## config.mk

```make
export PLATFORM = sky130hd
export DESIGN_NAME = rom_port_arbiter
export DESIGN_NICKNAME = d
export VERILOG_FILES = /design/src/rtl/rom_port_arbiter.sv
export SDC_FILE = /design/constraint.sdc
export NUM_CORES = 1
export LEC_CHECK = 0
export CAP_MARGIN = 20
export CORE_MARGIN = 1.5
export CORE_UTILIZATION = 34
export CTS_BUF_LIST = sky130_fd_sc_hd__clkbuf_2 sky130_fd_sc_hd__clkbuf_4 sky130_fd_sc_hd__clkbuf_8
export CTS_CLUSTER_DIAMETER = 100
export DETAILED_ROUTE_END_ITERATION = 8
export PLACE_DENSITY = 0.88
export SKIP_CTS_REPAIR_TIMING = 1
export SYNTH_ARGS = -nofsm -noshare
export SYNTH_HDL_FRONTEND = slang
export SYNTH_SLANG_ARGS = --single-unit
```

## constraint.sdc

```tcl
create_clock -name clk -period 3.5 [get_ports clk]
set_input_delay 0.35 -clock clk [delete_from_list [all_inputs] [get_ports clk]]
set_output_delay 0.35 -clock clk [all_outputs]
set_load 0.005 [all_outputs]
```

## src/rtl/rom_port_arbiter.sv

```systemverilog
// Shares one single-port synchronous ROM between instruction fetch (IF) and data load (LD).
// LD wins by default; IF is forced through after MAX_WAIT consecutive denied cycles.
module rom_port_arbiter #(
  parameter int unsigned DATA_WIDTH = 32,
  parameter int unsigned ADDR_WIDTH = 10,
  parameter int unsigned MAX_WAIT   = 4
) (
  input  logic                  clk,
  input  logic                  reset,
  input  logic                  if_req,
  input  logic [ADDR_WIDTH-1:0] if_addr,
  output logic                  if_gnt,
  output logic [DATA_WIDTH-1:0] if_rdata,
  output logic                  if_rvalid,
  input  logic                  ld_req,
  input  logic [ADDR_WIDTH-1:0] ld_addr,
  output logic                  ld_gnt,
  output logic [DATA_WIDTH-1:0] ld_rdata,
  output logic                  ld_rvalid,
  output logic [ADDR_WIDTH-1:0] rom_addr,
  input  logic [DATA_WIDTH-1:0] rom_rdata,
  input  logic                  rom_rdata_valid
);

  localparam int unsigned WAIT_W = $clog2(MAX_WAIT + 1);

  localparam logic [1:0] ST_IDLE  = 2'd0;
  localparam logic [1:0] ST_BUSY  = 2'd1;
  localparam logic [1:0] ST_STALL = 2'd2;

  localparam logic OWNER_IF = 1'b0;
  localparam logic OWNER_LD = 1'b1;

  logic [1:0]            r_state;
  logic [1:0]            w_state_nxt;
  logic                  r_owner;
  logic [ADDR_WIDTH-1:0] r_last_addr;
  logic [WAIT_W-1:0]     r_wait_cnt;

  logic w_can_grant;
  logic w_if_force;
  logic w_resp;
  logic w_ld_gnt;
  logic w_if_gnt;

  // Grants are only issued when the port is free this cycle; reset masks everything.
  assign w_can_grant = !reset &&
                       ((r_state == ST_IDLE) || ((r_state == ST_BUSY) && rom_rdata_valid));
  assign w_if_force  = if_req && (r_wait_cnt == WAIT_W'(MAX_WAIT));
  assign w_ld_gnt    = w_can_grant && ld_req && !w_if_force;
  assign w_if_gnt    = w_can_grant && if_req && !w_ld_gnt;
  assign w_resp      = !reset && rom_rdata_valid &&
                       ((r_state == ST_BUSY) || (r_state == ST_STALL));

  assign ld_gnt    = w_ld_gnt;
  assign if_gnt    = w_if_gnt;
  assign if_rvalid = w_resp && (r_owner == OWNER_IF);
  assign ld_rvalid = w_resp && (r_owner == OWNER_LD);
  assign if_rdata  = rom_rdata;
  assign ld_rdata  = rom_rdata;
  assign rom_addr  = w_ld_gnt ? ld_addr : (w_if_gnt ? if_addr : r_last_addr);

  // State register
  always_ff @(posedge clk or posedge reset) begin
    if (reset) begin
      r_state <= ST_IDLE;
    end else begin
      r_state <= w_state_nxt;
    end
  end

  // Next-state logic
  always_comb begin
    w_state_nxt = r_state;
    case (r_state)
      ST_IDLE: begin
        if (w_ld_gnt || w_if_gnt) w_state_nxt = ST_BUSY;
      end
      ST_BUSY: begin
        if (!rom_rdata_valid)            w_state_nxt = ST_STALL;
        else if (w_ld_gnt || w_if_gnt)   w_state_nxt = ST_BUSY;
        else                             w_state_nxt = ST_IDLE;
      end
      ST_STALL: begin
        if (rom_rdata_valid) w_state_nxt = ST_IDLE;
      end
      default: w_state_nxt = ST_IDLE;
    endcase
  end

  // Owner, held address and IF starvation counter
  always_ff @(posedge clk or posedge reset) begin
    if (reset) begin
      r_owner     <= OWNER_IF;
      r_last_addr <= '0;
      r_wait_cnt  <= '0;
    end else begin
      if (w_ld_gnt) begin
        r_owner     <= OWNER_LD;
        r_last_addr <= ld_addr;
      end else if (w_if_gnt) begin
        r_owner     <= OWNER_IF;
        r_last_addr <= if_addr;
      end
      if (!if_req || w_if_gnt) begin
        r_wait_cnt <= '0;
      end else if (r_wait_cnt != WAIT_W'(MAX_WAIT)) begin
        r_wait_cnt <= r_wait_cnt + WAIT_W'(1);
      end
    end
  end

endmodule
```

==> metrics.txt, run 1 <==
Crit path largest cell delay 580 ps; drt wl/cell 14.5 um; Worst Hold Class reg -> reg; Synthesized Nets 218; Diodes inserted 0; Max Cap Viol 0; Worst-path clk slew 60 ps; die area 0.00473 mm2; final instance area 0.00145 mm2; CP Max Fanout 14; f_max 337 MHz; minimum clock period 2970 ps; cells after synthesis 156; Period Utilization, post-route 0.848; vias in the first global route 886; Util after Layout 0.354; Core ar. 0.00409 mm2; Clk Latency, worst-skew pair 240 ps; Setup CP Type reg -> out; Avg Cell Area, Syn 9.43 um2; 1st-pass router iterations 4; Slew @ Worst Pin 489 ps; IO buf count 38; Worst Path Arrival 2620 ps; post-synthesis sequential area ratio 0.272; most frequent cells in the layout clkdlybuf4s50_1 (38), inv_1 (16), dfrtp_1 (16), o21a_1 (7), a221o_1 (7); gpl congestion 0.736; Pwr Density 619 mW/mm2; fraction of layout cells with a size suffix above 1 0.0916; row count 23; Die Ht 68.8 um; area delta synth->final -1.79%; Synth Register Bits 16; Final Max Tran Viols 0; Async SR Flop Fraction 1.00; final wirelength 2.63 mm; GRT overflow 0; Total GRT Usage 0.121; clock buffer depth 2; vias per cell 4.79; largest net degree at the start of global routing 17; hpwl dp 1.91 mm; hold_sp r_last_addr[9]$_DFF_PP0_; status finished, final reports clean; Lkg Pwr 0.635 nW; crit path cell chain inv_1 > ha_1 > a21oi_4 > nor4bb_4 > buf_4 > a222oi_1 > clkdlybuf4s50_1; total clock sinks 16; commonest non-fill, non-tap cell in the layout clkdlybuf4s50_1; synthesized area 0.00147 mm2; Most used DFF post-synth dfrtp_1; count of cell types in the netlist 30; final hold vios 0; CP max-delay cell clkdlybuf4s50_1; CTS tree built; DR vias 867; worst vdd ir 272 uV; startpoint types flip-flop; io pins 135; final setup vio count 0; initial antenna violation count 0; Post-route DRC 0; total CTS buffers 3; Final ANT Viol Nets 0; crit path launch r_state[1]$_DFFE_PP0P_; first-pass GRT wire length 4.23 mm; Chip Width 68.8 um; Synth Warn # 0; RSZ-0062 raised after global routing false; Crit Reg-Reg Startpoint r_state[1]$_DFFE_PP0P_; Final Power 0.894 mW; Initial Util 0.360; CTS H-tree lvls 1; Rel. slew slack 0.666; post-placement cell area 0.00140 mm2; clock tree root buffer cell clkbuf_8; final net count 195; setup TNS 0 ps; Worst Skew 4.25 ps; DRT iter0 DRCs 43; number of synthesized flops with an enable pin 0; crit path capture type primary output; Worst EP required 3150 ps
-- worst paths after layout --
| kind | to | slack, ps | cells after the start |
|---|---|---|---|
| min in group asynchronous | r_wait_cnt[1]$_DFFE_PP0P_ | 760 | 3 |
| worst max register to register | r_last_addr[2]$_DFF_PP0_ | 1580 | 6 |
| worst min register to register | r_last_addr[9]$_DFF_PP0_ | 520 | 2 |
| max in group asynchronous | r_last_addr[2]$_DFF_PP0_ | 2550 | 3 |
| worst max-delay path | rom_addr[6] | 530 | 7 |
| worst min-delay path | r_last_addr[9]$_DFF_PP0_ | 520 | 2 |
-- where the power goes --
| part | internal (mW) | switching (mW) |
|---|---|---|
| combinational | 0.261 | 0.207 |
| clock | 0.0761 | 0.0590 |
| sequential | 0.260 | 0.0307 |
-- stage by stage --
stage               cells  worst slack [ps]  hold WS [ps]
detailed placement    178               576           515
CTS                   181               516           529
global route          181               348           546
floorplan             156              1670           402
global placement      178               660           510
finish                181               533           523
-- sequential cells by signal, indices dropped and copies added, names as in the netlist --
name         count
r_last_addr     10
r_wait_cnt       3
r_owner          1
r_state          2
-- Yosys cell counts, types with 2 or more instances --
library cell	count	area [um2]
o21a_1	7	52.6
nor3_1	3	15.0
o32ai_1	2	17.5
inv_1	16	60.1
nor2_1	2	7.51
a221o_1	7	70.1
nand2b_1	2	12.5
o21ai_0	2	10.0
nand3_1	2	10.0
ha_1	5	62.6
nor2b_1	2	12.5
buf_6	4	45.0
buf_4	65	488
a222oi_1	3	30.0
dfrtp_1	16	400
nand2_1	4	15.0
-- kinds of logic (layout without fill, tap and decap cells) --
logic type / after synthesis / count (layout) / share of synthesized area
buffers and inverters: 85 / 60 / 0.403
AO/OA/AOI/OAI: 29 / 29 / 0.184
AND/OR/NAND/NOR: 21 / 21 / 0.0986
flip-flops: 16 / 16 / 0.272
adder cells (fa/ha/maj): 5 / 5 / 0.0425
-- critical path: cells and delay by family, from the launching register on --
| kind | cells | cell delay, ps |
|---|---|---|
| simple gates | 1 | 80 |
| fa+ha+maj | 1 | 240 |
| buf+inv | 3 | 850 |
| compound gates | 2 | 800 |
| flops | 1 | 390 |
-- area by class of cell --
cell class	instances	area, um2
clock buffer	3	41.3
fill	426	2640
inverter	16	60.1
multi-input combinational	55	478
sequential	16	400
tap	50	62.6
timing repair buffer	41	403
-- per-layer routing --
layer | track usage | share of wire
met3 | 0.0276 | 0.083
met5 | 0 | 0
met4 | 0.0711 | 0.017
met1 | 0.158 | 0.44
met2 | 0.183 | 0.46
Note: power is estimated with default switching activity, not from simulation.
==> run 2, diff against run 1 <==
CORE_UTILIZATION = 29   (was 34)
PLACE_DENSITY = 0.8   (was 0.88)
clock period = 2.6 ns   (was 3.5 ns; I/O delays follow)
==> metrics.txt, run 2 (synthesis results as in run 1) <==
total clock sinks 16; Sw Share 0.325; gpl congestion 0.764; Worst Path Arrival 2270 ps; largest net degree at the start of global routing 17; commonest non-fill, non-tap cell in the layout clkdlybuf4s50_1; Initial Util 0.305; first-pass GRT wire length 4.49 mm; Chip Width 74.2 um; die area 0.00551 mm2; Diodes inserted 0; final hold vios 0; max FFs per register 10; combinational share of power 0.547; clock tree root buffer cell clkbuf_8; Post-route DRC 0; Die Ht 74.2 um; Lkg Pwr 0.772 nW; Largest regs r_last_addr (10), r_wait_cnt (3), r_state (2); status finished, final reports clean; worst vdd ir 421 uV; crit path capture type primary output; CP max-delay cell clkdlybuf4s50_1; Int Power 0.929 mW; Worst Skew 3.87 ps; Switch Pwr 0.448 mW; CTS tree built; f_max 395 MHz; Setup CP Type reg -> out; io pins 135; Fin Hold WS 520 ps; clock buffer depth 2; Final Power 1.38 mW; final net count 210; number of fill cells in the layout 501; Slew @ Worst Pin 358 ps; startpoint types flip-flop; Pwr Density 840 mW/mm2; Core ar. 0.00482 mm2; Max Cap Viol 0; GRT overflow 0; post-placement cell area 0.00148 mm2; IO buf count 38; Most flops, register r_last_addr; final setup vio count 0; Final Max Tran Viols 0; Worst-path clk slew 70 ps; crit path cell chain inv_2 > ha_4 > a21oi_4 > nor4bb_4 > buf_6 > a221o_1 > clkdlybuf4s50_1; Crit Reg-Reg Startpoint r_state[0]$_DFFE_PP0P_; DR vias 976; Clk Latency, worst-skew pair 260 ps; Crit path largest cell delay 510 ps; drt wl/cell 13.3 um; final wirelength 2.86 mm; DRT iter0 DRCs 37; final instance area 0.00164 mm2; share of power burned in the clock network 0.163; Total GRT Usage 0.108; hpwl dp 2.12 mm; crit path launch r_state[0]$_DFFE_PP0P_; CTS H-tree lvls 1; total CTS buffers 3; setup TNS 0 ps; minimum clock period 2530 ps; fraction of layout cells with a size suffix above 1 0.224; Worst Hold Class in -> out; area delta synth->final 11.4%; initial antenna violation count 0; Rel. slew slack 0.755; CP Max Fanout 7; 1st-pass router iterations 4; most frequent cells in the layout clkdlybuf4s50_1 (32), buf_4 (17), dfrtp_1 (16), inv_1 (14); Worst EP required 2340 ps; Seq pwr share 0.290; Final ANT Viol Nets 0; Period Utilization, post-route 0.974; vias per cell 4.56; vias in the first global route 900; row count 25; hold_sp rom_rdata[11]
==> run 2: changes by cell type in the layout (fill, tap and decap cells not counted) <==
cell | previous run | this run
buf_4 | 3 | 17
clkdlybuf4s50_1 | 38 | 32
dlymetal6s2s_1 | 0 | 6
ha_1 | 5 | 2
ha_4 | 0 | 2
inv_1 | 16 | 14
inv_2 | 0 | 2
buf_6 | 0 | 1
clkbuf_8 | 3 | 4
ha_2 | 0 | 1
==> run 2: path summary, 6_finish.rpt <==
kind / to / slack, ps / cells past startpoint
max: rom_addr[5] / 70 / 7
min: if_rdata[11] / 520 / 0
min reg2reg: r_last_addr[2]$_DFF_PP0_ / 540 / 2
min in group asynchronous: r_wait_cnt[2]$_DFFE_PP0P_ / 610 / 3
max in group asynchronous: r_last_addr[6]$_DFF_PP0_ / 1800 / 3
max reg2reg: r_last_addr[8]$_DFF_PP0_ / 790 / 8
==> run 2: stage by stage <==
stage          std cells   util  setup WS (ps)
3_5_place_dp         202  0.307            106
6_report             214  0.340           68.4
4_1_cts              206  0.318          -64.2
5_1_grt              214  0.340          -36.8
2_1_floorplan        156      -            864
3_3_place_gp         202  0.307            127
==> run 2: worst max-delay path, delay by kind of cell, from the launching register on <==
family / cells / cell delay, ps
fa+ha+maj: 1 / 170
buf+inv: 3 / 800
compound gates: 2 / 210
flops: 1 / 420
simple gates: 1 / 410
==> run 2: cell type report <==
class	instances	area [um2]	share of cell area
Tap cell	67	83.8	0.0511
Clock buffer	4	55.1	0.0336
Inverter	16	60.1	0.0366
Multi-Input combinational cell	55	505	0.308
Timing Repair Buffer	56	534	0.326
Sequential cell	16	400	0.244
==> run 2: power by group through the flow <==
stage                     clock (mW)  combinational, mW  sequential [mW]
after floorplan                    0              0.448            0.384
final                          0.225              0.753            0.399
after CTS                      0.231              0.668            0.396
after global routing           0.243              0.824            0.409
after detailed placement           0              0.663            0.401
after global placement             0              0.647            0.395
==> run 2: layer usage <==
layer  wire length (um)  global-route usage  share of wire  vias up
met1               1180               0.132           0.41      474
met4                 96              0.0727          0.034        0
li1                   -                   -              -      446
met5                  0                   0              0        -
met2               1370               0.164           0.48       43
met3                211              0.0312          0.074       13
